$ cat config.mk
export PLATFORM = sky130hd
export DESIGN_NAME = fmc_i2c_byte_ctrl_flat
export DESIGN_NICKNAME = d
export VERILOG_FILES = /design/src/rtl/fmc_i2c_byte_ctrl_if.sv /design/src/rtl/fmc_i2c_byte_ctrl.sv /design/src/flat_wrapper.sv
export SDC_FILE = /design/constraint.sdc
export NUM_CORES = 1
export LEC_CHECK = 0
export CAP_MARGIN = 20
export CORE_UTILIZATION = 35
export DETAILED_ROUTE_END_ITERATION = 6
export PLACE_DENSITY_LB_ADDON = 0.2
export SLEW_MARGIN = 10
export SYNTH_ARGS = -nofsm -noshare
export SYNTH_HDL_FRONTEND = slang
export SYNTH_SLANG_ARGS = --single-unit
$ cat constraint.sdc
create_clock -name CLK -period 4.85 [get_ports CLK]
set_input_delay 0.7275 -clock CLK [delete_from_list [all_inputs] [get_ports CLK]]
set_output_delay 0.7275 -clock CLK [all_outputs]
set_load 0.1 [all_outputs]
$ cat src/rtl/fmc_i2c_byte_ctrl_if.sv
// rtl/fmc_i2c_byte_ctrl_if.sv - command/response handshake and I2C pad bundle for fmc_i2c_byte_ctrl
interface fmc_i2c_byte_ctrl_if;
    logic       cmd_valid;
    logic       cmd_ready;
    logic [1:0] cmd_op;
    logic [7:0] cmd_wdata;
    logic       cmd_rd_nack;
    logic       rsp_valid;
    logic [7:0] rsp_rdata;
    logic       rsp_nack;
    logic       rsp_err;
    logic       busy;
    logic       scl_i;
    logic       sda_i;
    logic       scl_t;
    logic       sda_t;

    modport master (
        output cmd_valid, cmd_op, cmd_wdata, cmd_rd_nack, scl_i, sda_i,
        input  cmd_ready, rsp_valid, rsp_rdata, rsp_nack, rsp_err, busy, scl_t, sda_t
    );

    modport slave (
        input  cmd_valid, cmd_op, cmd_wdata, cmd_rd_nack, scl_i, sda_i,
        output cmd_ready, rsp_valid, rsp_rdata, rsp_nack, rsp_err, busy, scl_t, sda_t
    );
endinterface

$ cat src/rtl/fmc_i2c_byte_ctrl.sv
// rtl/fmc_i2c_byte_ctrl.sv - byte-level I2C master sequencer (START/WRITE/READ/STOP), SCL stretching under I2C_CLK_STRETCH_EN
module fmc_i2c_byte_ctrl #(
    parameter int QTR_DIV = 97
) (
    input  logic               CLK,
    input  logic               RST_N,
    fmc_i2c_byte_ctrl_if.slave bus
);
    localparam int            TW   = $clog2(QTR_DIV + 1);
    localparam logic [TW-1:0] TMAX = TW'(QTR_DIV - 1);

    localparam logic [1:0] OP_START = 2'd0;
    localparam logic [1:0] OP_WRITE = 2'd1;
    localparam logic [1:0] OP_READ  = 2'd2;

    typedef enum logic [2:0] {
        ST_IDLE,
        ST_START,
        ST_BIT,
        ST_STOP,
        ST_ERR,
        ST_RESP
    } state_t;

    state_t        state;
    state_t        state_nxt;
    logic [TW-1:0] timer;
    logic [1:0]    phase;
    logic [3:0]    bit_cnt;
    logic [1:0]    op;
    logic [7:0]    wdata;
    logic          rd_nack;
    logic          bus_owned;
    logic          owned_nxt;
    logic          scl_t_r;
    logic          sda_t_r;
    logic          scl_nxt;
    logic          sda_nxt;
    logic [7:0]    shreg;
    logic [7:0]    rdata_r;
    logic          ack_r;
    logic          in_op;
    logic          hold;
    logic          qtick;
    logic          accept;
    logic [3:0]    nbit;
    logic [7:0]    wshift;
    logic          nbit_sda;

    assign in_op  = (state == ST_START) || (state == ST_BIT) || (state == ST_STOP);
    assign accept = bus.cmd_valid && (state == ST_IDLE);

`ifdef I2C_CLK_STRETCH_EN
    // SCL is released during q1/q2; a slave holding it low freezes the quarter
    assign hold = in_op && ((phase == 2'd1) || (phase == 2'd2)) && !bus.scl_i;
`else
    assign hold = 1'b0;
`endif

    assign qtick = in_op && !hold && (timer == TMAX);

    // SDA value for the bit that starts at the next q0
    always_comb begin
        nbit     = bit_cnt + 4'd1;
        wshift   = wdata << nbit;
        nbit_sda = 1'b1;
        if (nbit == 4'd8) begin
            nbit_sda = (op == OP_WRITE) ? 1'b1 : rd_nack;
        end else if (op == OP_WRITE) begin
            nbit_sda = wshift[7];
        end
    end

    always_ff @(posedge CLK or negedge RST_N) begin
        if (!RST_N) begin
            state <= ST_IDLE;
        end else begin
            state <= state_nxt;
        end
    end

    always_comb begin
        state_nxt = state;
        scl_nxt   = scl_t_r;
        sda_nxt   = sda_t_r;
        owned_nxt = bus_owned;
        case (state)
            ST_IDLE: begin
                if (bus.cmd_valid) begin
                    case (bus.cmd_op)
                        OP_START: begin
                            state_nxt = ST_START;
                            sda_nxt   = 1'b1;
                        end
                        OP_WRITE, OP_READ: begin
                            if (bus_owned) begin
                                state_nxt = ST_BIT;
                                sda_nxt   = (bus.cmd_op == OP_WRITE) ? bus.cmd_wdata[7] : 1'b1;
                            end else begin
                                state_nxt = ST_ERR;
                            end
                        end
                        default: begin
                            if (bus_owned) begin
                                state_nxt = ST_STOP;
                                sda_nxt   = 1'b0;
                            end else begin
                                state_nxt = ST_ERR;
                            end
                        end
                    endcase
                end
            end
            ST_START: begin
                if (qtick) begin
                    case (phase)
                        2'd0: scl_nxt = 1'b1;
                        2'd1: sda_nxt = 1'b0;
                        2'd2: scl_nxt = 1'b0;
                        default: begin
                            state_nxt = ST_RESP;
                            owned_nxt = 1'b1;
                        end
                    endcase
                end
            end
            ST_BIT: begin
                if (qtick) begin
                    case (phase)
                        2'd0: scl_nxt = 1'b1;
                        2'd2: scl_nxt = 1'b0;
                        2'd3: begin
                            if (bit_cnt == 4'd8) begin
                                state_nxt = ST_RESP;
                            end else begin
                                sda_nxt = nbit_sda;
                            end
                        end
                        default: ;
                    endcase
                end
            end
            ST_STOP: begin
                if (qtick) begin
                    case (phase)
                        2'd0: scl_nxt = 1'b1;
                        2'd1: sda_nxt = 1'b1;
                        2'd3: begin
                            state_nxt = ST_RESP;
                            owned_nxt = 1'b0;
                        end
                        default: ;
                    endcase
                end
            end
            ST_ERR:  state_nxt = ST_IDLE;
            ST_RESP: state_nxt = ST_IDLE;
            default: state_nxt = ST_IDLE;
        endcase
    end

    always_ff @(posedge CLK or negedge RST_N) begin
        if (!RST_N) begin
            timer     <= '0;
            phase     <= 2'd0;
            bit_cnt   <= 4'd0;
            op        <= 2'd0;
            wdata     <= 8'd0;
            rd_nack   <= 1'b0;
            bus_owned <= 1'b0;
            scl_t_r   <= 1'b1;
            sda_t_r   <= 1'b1;
            shreg     <= 8'd0;
            rdata_r   <= 8'd0;
            ack_r     <= 1'b0;
        end else begin
            scl_t_r   <= scl_nxt;
            sda_t_r   <= sda_nxt;
            bus_owned <= owned_nxt;
            if (accept) begin
                op      <= bus.cmd_op;
                wdata   <= bus.cmd_wdata;
                rd_nack <= bus.cmd_rd_nack;
            end
            if (!in_op) begin
                timer <= '0;
            end else if (!hold) begin
                timer <= (timer == TMAX) ? '0 : timer + 1'b1;
            end
            if (!in_op) begin
                phase <= 2'd0;
            end else if (qtick) begin
                phase <= phase + 2'd1;
            end
            if (!in_op) begin
                bit_cnt <= 4'd0;
            end else if ((state == ST_BIT) && qtick && (phase == 2'd3) && (bit_cnt != 4'd8)) begin
                bit_cnt <= bit_cnt + 4'd1;
            end
            // SDA is sampled at the end of q2, just before SCL is pulled low again
            if ((state == ST_BIT) && qtick && (phase == 2'd2)) begin
                if (bit_cnt == 4'd8) begin
                    ack_r <= bus.sda_i;
                end else begin
                    shreg <= {shreg[6:0], bus.sda_i};
                end
            end
            if ((state == ST_BIT) && qtick && (phase == 2'd3) && (bit_cnt == 4'd8) && (op == OP_READ)) begin
                rdata_r <= shreg;
            end
        end
    end

    assign bus.cmd_ready = (state == ST_IDLE);
    assign bus.busy      = (state != ST_IDLE);
    assign bus.rsp_valid = (state == ST_RESP) || (state == ST_ERR);
    assign bus.rsp_err   = (state == ST_ERR);
    assign bus.rsp_nack  = (state == ST_RESP) && (op == OP_WRITE) && ack_r;
    assign bus.rsp_rdata = rdata_r;
    assign bus.scl_t     = scl_t_r;
    assign bus.sda_t     = sda_t_r;
endmodule

$ cat src/flat_wrapper.sv
// flat-port wrapper written by rule: the top's interface ports become plain ports
module fmc_i2c_byte_ctrl_flat 
#(
    parameter int QTR_DIV = 97
)
  (CLK, RST_N, bus_cmd_valid, bus_cmd_op, bus_cmd_wdata, bus_cmd_rd_nack, bus_scl_i, bus_sda_i, bus_cmd_ready, bus_rsp_valid, bus_rsp_rdata, bus_rsp_nack, bus_rsp_err, bus_busy, bus_scl_t, bus_sda_t);
  fmc_i2c_byte_ctrl_if bus_i ();
  input  logic CLK;
  input  logic RST_N;
  input wire logic [$bits(bus_i.cmd_valid)-1:0] bus_cmd_valid;
  input wire logic [$bits(bus_i.cmd_op)-1:0] bus_cmd_op;
  input wire logic [$bits(bus_i.cmd_wdata)-1:0] bus_cmd_wdata;
  input wire logic [$bits(bus_i.cmd_rd_nack)-1:0] bus_cmd_rd_nack;
  input wire logic [$bits(bus_i.scl_i)-1:0] bus_scl_i;
  input wire logic [$bits(bus_i.sda_i)-1:0] bus_sda_i;
  output wire logic [$bits(bus_i.cmd_ready)-1:0] bus_cmd_ready;
  output wire logic [$bits(bus_i.rsp_valid)-1:0] bus_rsp_valid;
  output wire logic [$bits(bus_i.rsp_rdata)-1:0] bus_rsp_rdata;
  output wire logic [$bits(bus_i.rsp_nack)-1:0] bus_rsp_nack;
  output wire logic [$bits(bus_i.rsp_err)-1:0] bus_rsp_err;
  output wire logic [$bits(bus_i.busy)-1:0] bus_busy;
  output wire logic [$bits(bus_i.scl_t)-1:0] bus_scl_t;
  output wire logic [$bits(bus_i.sda_t)-1:0] bus_sda_t;
  assign bus_i.cmd_valid = bus_cmd_valid;
  assign bus_i.cmd_op = bus_cmd_op;
  assign bus_i.cmd_wdata = bus_cmd_wdata;
  assign bus_i.cmd_rd_nack = bus_cmd_rd_nack;
  assign bus_i.scl_i = bus_scl_i;
  assign bus_i.sda_i = bus_sda_i;
  assign bus_cmd_ready = bus_i.cmd_ready;
  assign bus_rsp_valid = bus_i.rsp_valid;
  assign bus_rsp_rdata = bus_i.rsp_rdata;
  assign bus_rsp_nack = bus_i.rsp_nack;
  assign bus_rsp_err = bus_i.rsp_err;
  assign bus_busy = bus_i.busy;
  assign bus_scl_t = bus_i.scl_t;
  assign bus_sda_t = bus_i.sda_t;
  fmc_i2c_byte_ctrl #(.QTR_DIV(QTR_DIV)) u_core (.CLK(CLK), .RST_N(RST_N), .bus(bus_i));
endmodule
# [Word-level counts from Yosys, hierarchy flattened]
# Cells that the tools add are included.
[op_classes] n_mux=44 eq_ne=34 bitwise_logic=1 reduce_logical=29 n_addsub=3 n_shift=1
[ops] operator="$mux 3" n=10
[ops] operator="$ne 2x2->1 const B" n=11
[ops] operator="$mux 1" n=21
[ops] operator="$mux 7" n=2
[ops] operator="$pmux 3 s4" n=1
[ops] operator="$reduce_and 11->1" n=1
[ops] operator="$logic_and 1x1->1" n=10
[ops] operator="$reduce_and 5->1" n=2
[ops] operator="$eq 2x2->1 const B" n=4
[ops] operator="$eq 4x4->1 const B" n=2
[ops] operator="$mux 4" n=2
[ops] operator="$ne 2x1->1 const B" n=4
[ops] operator="$pmux 1 s2" n=4
[ops] operator="$reduce_and 8->1" n=1
[ops] operator="$shl 8x4->8" n=1
[ops] operator="$add 7x1->7 const B" n=1
[ops] operator="$eq 7x7->1 const B" n=1
[ops] operator="$eq 2x1->1 const B" n=3
[ops] operator="$eq 3x2->1 const B" n=2
[ops] operator="$eq 3x3->1 const B" n=2
[ops] operator="$ne 3x1->1 const B" n=2
[ops] operator="$pmux 3 s2" n=1
[ops] operator="$add 4x1->4 const B" n=1
[ops] operator="$logic_not 2->1" n=2
[ops] operator="15 further kinds" n=21
[totals] out_inout_bits=15 input_bits=16 reg_bits=47 word_cells=125

# [Longest topological paths before layout]
# Gate-level depths: netlist of run 1.
[logic_depth] depth_word=9 depth_mapped=9 depth_no_buf=7

# [Least setup slack after synthesis of run 1]
# Ideal clock, no wire load.
[synth_timing] path_type="reg-to-output" from="reg u_core.state[1]" to="out bus_busy" arrival_ns=3.951 setup_slack_ns=0.172 n_path_buf=1 stages_incl_launch_ff=4 required_ns=4.123 cell_sequence="dfrtp_1 -> clkbuf_1 -> nor3_1 -> inv_1"
[synth_via] elab_chain_cells=1
[synth_rtl] element="from (decl)" line="fmc_i2c_byte_ctrl.sv:25" rtl="state_t state;"
[synth_rtl] element="from (signal assigned)" line="fmc_i2c_byte_ctrl.sv:78" rtl="state <= state_nxt;"
[synth_rtl] element="$reduce_bool 3->1" line="fmc_i2c_byte_ctrl.sv:215" rtl="assign bus.busy = (state != ST_IDLE);"
[synth_rtl] element="to (decl)" line="flat_wrapper.sv:21" rtl="output wire logic [$bits(bus_i.busy)-1:0] bus_busy;"
# No other way between the ends.

# [Worst setup path after layout of run 1]
[layout_timing] from="reg u_core.state[2]" to="out bus_rsp_nack"
[layout_via] elab_chain_cells=3
[layout_rtl] element="$eq 3x3->1" line="fmc_i2c_byte_ctrl.sv:218" rtl="assign bus.rsp_nack = (state == ST_RESP) && (op == OP_WRITE) && ack_r;"
[layout_rtl] element="$logic_and 1x1->1 (2 in series)" line="fmc_i2c_byte_ctrl.sv:218"
[layout_rtl] element="to (decl)" line="flat_wrapper.sv:19" rtl="output wire logic [$bits(bus_i.rsp_nack)-1:0] bus_rsp_nack;"
# No other way between the ends.

==> results of run 1 <==
[through the flow]
stage,hold slack [ps],instances,worst slack [ps]
detailed placement,483,318,1890
floorplan,432,216,172
global placement,473,318,1880
global route,457,327,1470
CTS,496,326,1570
finish,421,327,1590
[synth_stat cells (3+ instances only)]
cell / instances
a211oi_1: 3
a21oi_1: 4
and2_1: 4
clkbuf_1: 3
dfrtp_1: 45
ha_1: 12
inv_1: 16
mux2_2: 29
nand2_1: 8
nand2b_1: 4
nand3_1: 10
nor2_1: 19
nor3_1: 4
o21ai_0: 4
xnor2_1: 5
[per-layer routing]
layer / global-route usage / share of wire
met5: 0 / 0
met4: 0.0227 / 0.0069
met1: 0.199 / 0.51
met2: 0.209 / 0.45
met3: 0.0298 / 0.034
[path summary, 6_finish.rpt]
path	endpoint	slack (ps)	start	depth (start not counted)
min in group CLK	u_core.timer[0]	500	u_core.timer[0]	1
max in group asynchronous	u_core.bus.sda_t	3840	RST_N	2
setup reg to reg	u_core.bit_cnt[3]	2500	u_core.bit_cnt[0]	7
setup / recovery	bus_rsp_nack	1590	u_core.state[2]	3
hold / removal	u_core.state[0]	420	RST_N	1
hold reg to reg	u_core.timer[0]	500	u_core.timer[0]	1
[cell families after synthesis]
group,share of synthesized area
and+or+nand+nor,0.148
adders and majority gates,0.0614
buffers and inverters,0.0425
DFF,0.482
muxes,0.160
AOI/OAI and AO/OA,0.0804
xor gates and xnor gates,0.0251
[flip-flops by register name, indices dropped and copies added (netlist names), 2 cells and up]
signal,count
u_core.phase,2
u_core.bit_cnt,4
u_core.timer,7
u_core.wdata,8
u_core.op,2
u_core.state,3
u_core.shreg,8
u_core.bus.rsp_rdata,8
[cell type report]
| cell class | instances | area [µm²] | share of cell area |
|---|---|---|---|
| clock inverter | 3 | 46.3 | 0.0158 |
| timing repair buffer | 31 | 320 | 0.109 |
| multi-input combinational | 145 | 1160 | 0.396 |
| sequential | 47 | 1180 | 0.401 |
| inverter | 16 | 60.1 | 0.0205 |
| clock buffer | 5 | 68.8 | 0.0234 |
| tap | 80 | 100 | 0.0341 |
[worst max-delay path: stages (launching register included)]
cell	delay (ps)
dfrtp_1	580
nor2b_1	270
and4_1	240
clkdlybuf4s50_1	1140
[power by group]
part	internal, mW	switching [mW]	total (mW)
Combinational	0.0146	0.0140	0.0286
Clock	0.155	0.140	0.295
Sequential	0.392	0.000158	0.392
==> flow_summary.yaml, run 1 <==
status:
  outcome: "finished clean"
place:
  post_dp_cell_area_mm2: 0.00279
  dpl.hpwl_um: 3290
  io_buffers: 29
  place.gp.congestion: 0.722
clocking:
  cts_setup_buffers: 0
  cts_tree: "done"
  root_buffer: "clkbuf_8"
  clock_path_buffers: 2
  cts_hold_buffers: 0
  cts_made_buffers: 5
  ctsResizeCount: 0
  clock_latency_ps: 300
  cts_sinks: 47
  cts.clk_slew.worst_paths_ps: 90
  htree_levels: 2
power_and_ir_drop:
  p_leak_nw: 1.32
  power_density_mw_per_mm2: 244
  peakVddDrop_uv: 162
  power_uw: 716
synth:
  ys_ff_latch: 47
  yosys.area.top_type: "dfrtp_1"
  synth_flop_cell: "dfrtp_1"
  ys.warnings.count: 0
  ys_top_cells_by_area: "dfrtp_1 (46%), mux2_2 (13%), ha_1 (6.1%)"
  postSynthAreaPerCell_um2: 11.3
  ys_seq_area_frac: 0.482
  synth.cell_area_mm2: 0.00244
  async_flop_share: 1.00
  synth_cell_types: 51
  synth_edf_count: 0
  synth_cells: 216
  synth_nets: 244
  synth_top_area_frac: 0.461
sta:
  hold_violations: 0
  period_needed_ps: 3260
  setup_viol: 0
  slew_headroom: 0.351
  fin_worst_skew_ps: 5.32
  fin_crit_sh: 0.672
  fmax_ghz: 0.307
  rsz0062_at_grt: "no"
  finalSetupTns_ps: 0
  tightestPinTransition_ps: 970
  maxSlewViolCount: 0
critical_path:
  required_ps: 4120
  worstPathArrival_ps: 2530
  critical_path_class: "reg -> out"
  critPathLaunchType: "flip-flop"
  cp_max_fo: 13
  cp-end-kind: "output pin"
route:
  wirelength_um: 4610
  detail_route.wl_per_cell_um: 14.1
  vias: 1658
  antenna_left: 0
  drc: 0
  dr.first_iter.drc_count: 67
  firstDrtPassIters: 4
  vias_per_cell: 5.07
worst_hold_path:
  min_path_type: "in -> async"
floorplan:
  die_y_um: 85.6
  fp.dieW_um: 85.6
  start_util: 0.362
  die-area_mm2: 0.00732
  io_pins: 31
  core-area_mm2: 0.00676
  rows: 30
layout:
  fillers: 657
  fin_nets: 274
  area_delta_synth_final_pct: 20.1
  final_layout_size_suffix_gt1_frac: 0.202
  final_cell_area_mm2: 0.00294
  layout_commonest_cell: "dfrtp_1"
  antenna_cells: 0
  layout_common_cells: "dfrtp_1 (45), mux2_2 (29), clkdlybuf4s50_1 (28)"
  post-route-util: 0.435
global_routing:
  grt_max_degree: 48
  grtUsageTotal: 0.135
  grt_pass1_wl_um: 7850
  overflow: 0
  grt_pass1_vias: 1575
  antenna_found_initial: 0
run:
  cap_violations: 0
(Power assumes the default switching activity.)
==> run 2, diff against run 1 <==
clock period = 3.4 ns   (was 4.85 ns; I/O delays follow)
==> run 2 against run 1 <==
Core utilization fell by 0.15 points. Largest power group unchanged. Clock power rose by 42%. Worst setup slack got worse by 520 ps.
==> flow_summary.yaml, run 2 (synthesized netlist as in run 1, its figures left out) <==
sta:
  maxSlewViolCount: 0
  rsz0062_at_grt: "no"
  setup_viol: 0
  worst_hold_slack_ps: 103
  period_needed_ps: 2330
  fin_crit_sh: 0.684
  hold_violations: 0
  fmax_ghz: 0.430
  tightestPinTransition_ps: 970
  finalSetupTns_ps: 0
  fin_worst_skew_ps: 8.91
  slew_headroom: 0.351
clocking:
  cts_tree: "done"
  cts_setup_buffers: 0
  cts_made_buffers: 5
  root_buffer: "clkbuf_8"
  cts_hold_buffers: 0
  ctsResizeCount: 0
  cts_sinks: 47
  clock_path_buffers: 2
  htree_levels: 2
  cts.clk_slew.worst_paths_ps: 100
  clock_latency_ps: 300
critical_path:
  crit_buf_inv: 1
  ff2ff_path_depth: 7
  endpoint: "bus_rsp_rdata[0]"
  cp.depth: 1
  rrSetupSlack_ps: 1080
  cp_max_fo: 2
  cp_top_family: "buffers and inverters"
  cp_cell_sequence: "clkdlybuf4s50_1"
  worstPathArrival_ps: 1820
  worst_path_max_delay_cell: "clkdlybuf4s50_1"
  cpPeakStageDelay_ps: 1140
  timing.rr.end: "u_core.bit_cnt[3]"
  crit_start: "u_core.bus.rsp_rdata[0]"
  cp-end-kind: "output pin"
  required_ps: 2890
  r2r-start: "u_core.bit_cnt[0]"
  critPathLaunchType: "flip-flop"
  critical_path_class: "reg -> out"
layout:
  antenna_cells: 0
  fillers: 660
  seq_area_mm2: 0.00118
  fin_cells: 328
  final_layout_size_suffix_gt1_frac: 0.242
  fin_nets: 275
  layout_common_cells: "dfrtp_1 (45), mux2_2 (29), clkdlybuf4s50_1 (21)"
  area_delta_synth_final_pct: 19.7
  multi_input_area_mm2: 0.00117
  final_cell_area_mm2: 0.00293
  layout_commonest_cell: "dfrtp_1"
floorplan:
  core-area_mm2: 0.00676
  die-area_mm2: 0.00732
  fp.dieW_um: 85.6
  rows: 30
  io_pins: 31
  start_util: 0.362
  die_y_um: 85.6
route:
  dr.first_iter.drc_count: 73
  firstDrtPassIters: 4
  vias: 1629
  wirelength_um: 4620
  detail_route.wl_per_cell_um: 14.1
  drc: 0
  antenna_left: 0
  vias_per_cell: 4.97
power_and_ir_drop:
  power_mw: 1.02
  clkPwrFrac: 0.412
  power_density_mw_per_mm2: 348
  internal_power_uw: 801
  peakVddDrop_uv: 224
  p_leak_nw: 1.33
  combPwrFrac: 0.039
  switchingPower_uw: 218
  swShare: 0.214
  seq_power_share: 0.549
global_routing:
  antenna_found_initial: 0
  grt_pass1_vias: 1611
  grtUsageTotal: 0.139
  overflow: 0
  grt_pass1_wl_um: 7960
  grt_max_degree: 48
place:
  dpl.hpwl_um: 3300
  place.gp.congestion: 0.740
  dp_cells: 319
  io_buffers: 29
  post_dp_cell_area_mm2: 0.00279
run:
  cap_violations: 0
worst_hold_path:
  min_path_type: "in -> async"
status:
  outcome: "finished clean"
run 2: power by group through the flow:
stage	clock (mW)	sequential [mW]	combinational (mW)
after floorplan	0	0.571	0.00744
after global placement	0	0.571	0.0378
after detailed placement	0	0.571	0.0380
after CTS	0.435	0.560	0.0382
after global routing	0.459	0.560	0.0450
final	0.420	0.560	0.0395
run 2: worst min path at each step:
stage	depth (start not counted)	start	to	slack, ps
after floorplan	0	RST_N	u_core.ack_r	210
after global placement	1	u_core.timer[0]	u_core.timer[0]	470
after detailed placement	1	u_core.timer[0]	u_core.timer[0]	480
after CTS	1	RST_N	u_core.timer[3]	450
after global routing	1	RST_N	u_core.timer[3]	110
final	1	RST_N	u_core.state[2]	100
run 2: per-stage QoR:
step,util,setup slack [ps]
6_report,0.433,1070
2_1_floorplan,-,153
4_1_cts,0.430,1070
3_3_place_gp,0.413,891
3_5_place_dp,0.413,884
5_1_grt,0.433,871
run 2: final cells by class:
class	count	share of cell area
repair buffers	32	0.103
clock buffers	5	0.0235
flip-flops and latches	47	0.403
well taps	80	0.0342
inverters	16	0.0205
clock inverters	3	0.0158
multi-input cells	145	0.400
run 2: metal layers:
layer | wire [µm] | up-vias | GRT usage
met5 | 0 | - | 0
met4 | 24 | 0 | 0.0364
met3 | 111 | 2 | 0.0318
met2 | 1990 | 21 | 0.209
met1 | 2490 | 784 | 0.202
li1 | - | 822 | -
==> run 3, diff against run 2 <==
clock period = 2.4 ns   (was 3.4 ns; I/O delays follow)
==> run 3 against run 2 <==
Core utilization increased by 0.74 points. Worst setup slack got worse by 860 ps. Worst hold slack got worse by 87 ps. First-iteration DRC count decreased by 4.1%. Flip-flop and latch count unchanged. Critical path depth increased by 6. Power increased by 31%. Count of clock-buffer cells in the layout unchanged. Critical endpoint is now u_core.bit_cnt[2]. Largest power group unchanged.
==> flow_summary.yaml, run 3 (synthesized netlist as in run 1, its figures left out) <==
status:
  outcome: "finished clean"
clocking:
  clock_latency_ps: 300
  root_buffer: "clkbuf_8"
  htree_levels: 2
  cts_hold_buffers: 0
  ctsResizeCount: 0
  cts_setup_buffers: 0
  cts_sinks: 47
  cts_tree: "done"
  cts_made_buffers: 5
  clock_path_buffers: 2
  cts.clk_slew.worst_paths_ps: 90
sta:
  tightestPinTransition_ps: 518
  worst_hold_slack_ps: 16.6
  setup_viol: 0
  slew_headroom: 0.655
  finalSetupTns_ps: 0
  fmax_ghz: 0.458
  fin_worst_skew_ps: 6.52
  rsz0062_at_grt: "no"
  hold_violations: 0
  fin_crit_sh: 0.910
  period_needed_ps: 2180
  maxSlewViolCount: 0
layout:
  fin_cells: 337
  multi_input_area_mm2: 0.00118
  layout_commonest_cell: "dfrtp_1"
  antenna_cells: 0
  final_cell_area_mm2: 0.00298
  final_layout_size_suffix_gt1_frac: 0.304
  seq_area_mm2: 0.00118
  fin_nets: 284
  area_delta_synth_final_pct: 21.8
  layout_common_cells: "dfrtp_1 (45), mux2_2 (29), buf_4 (25)"
  fillers: 634
power_and_ir_drop:
  p_leak_nw: 1.38
  power_density_mw_per_mm2: 450
  peakVddDrop_uv: 255
floorplan:
  core-area_mm2: 0.00676
  io_pins: 31
  die-area_mm2: 0.00732
  rows: 30
  start_util: 0.362
  fp.dieW_um: 85.6
  die_y_um: 85.6
critical_path:
  rrSetupSlack_ps: 220
  critPathLaunchType: "flip-flop"
  cp_max_fo: 8
  timing.rr.end: "u_core.bit_cnt[2]"
  cp-end-kind: "flip-flop"
  ff2ff_path_depth: 7
  r2r-start: "u_core.bit_cnt[0]"
  required_ps: 2580
  critical_path_class: "reg -> reg"
  worstPathArrival_ps: 2370
route:
  wirelength_um: 4760
  vias: 1705
  firstDrtPassIters: 4
  drc: 0
  detail_route.wl_per_cell_um: 14.1
  vias_per_cell: 5.06
  dr.first_iter.drc_count: 70
  antenna_left: 0
place:
  dp_cells: 329
  io_buffers: 29
  dpl.hpwl_um: 3620
  place.gp.congestion: 0.837
  post_dp_cell_area_mm2: 0.00288
global_routing:
  grt_pass1_vias: 1737
  overflow: 0
  grt_max_degree: 24
  antenna_found_initial: 0
  grt_pass1_wl_um: 8230
  grtUsageTotal: 0.144
worst_hold_path:
  min_path_type: "in -> async"
run:
  cap_violations: 0
run 3: critical path: stages (launching register included):
cell and delay (ps):
dfrtp_1 460, inv_1 70, ha_1 210, and3b_1 210, or3_1 460, or2_1 380
mux2i_1 150, o2bb2ai_1 120
run 3: how the worst max path moves through the flow:
stage / startpoint / end / slack, ps / cells past startpoint
final: u_core.bit_cnt[0] / u_core.bit_cnt[2] / 220 / 7
after global routing: u_core.bit_cnt[1] / u_core.bus.rsp_rdata[0] / 20 / 7
after global placement: bus_cmd_op[0] / u_core.bus.sda_t / 110 / 8
after floorplan: u_core.state[1] / bus_busy / -130 / 3
after CTS: u_core.bit_cnt[0] / u_core.bit_cnt[3] / 190 / 7
after detailed placement: bus_cmd_op[0] / u_core.bus.sda_t / 90 / 8
run 3: cell type report:
cell class	instances	area share
multi-input cells	145	0.397
inverters	16	0.0202
repair buffers	41	0.122
well taps	80	0.0336
clock inverters	3	0.00799
clock buffers	5	0.0231
flip-flops and latches	47	0.396
run 3: per-layer routing:
metal,GRT usage,wire (µm)
met1,0.191,2290
met5,0,0
met2,0.225,2190
met3,0.0356,176
met4,0.0621,98
run 3: where the power goes:
part | leakage [nW] | switching (mW) | internal [mW] | total (mW)
registers | 0.628 | 0.000449 | 0.792 | 0.793
clock network | 0.0408 | 0.281 | 0.208 | 0.490
logic | 0.714 | 0.0280 | 0.0292 | 0.0572
run 3: stage by stage:
| step | utilization | total power, mW | setup slack (ps) |
|---|---|---|---|
| floorplan | - | 0.819 | -133 |
| global placement | 0.427 | 0.867 | 108 |
| detailed placement | 0.427 | 0.868 | 86.6 |
| CTS | 0.441 | 1.37 | 194 |
| global route | 0.441 | 1.40 | 22.9 |
| finish | 0.441 | 1.34 | 217 |
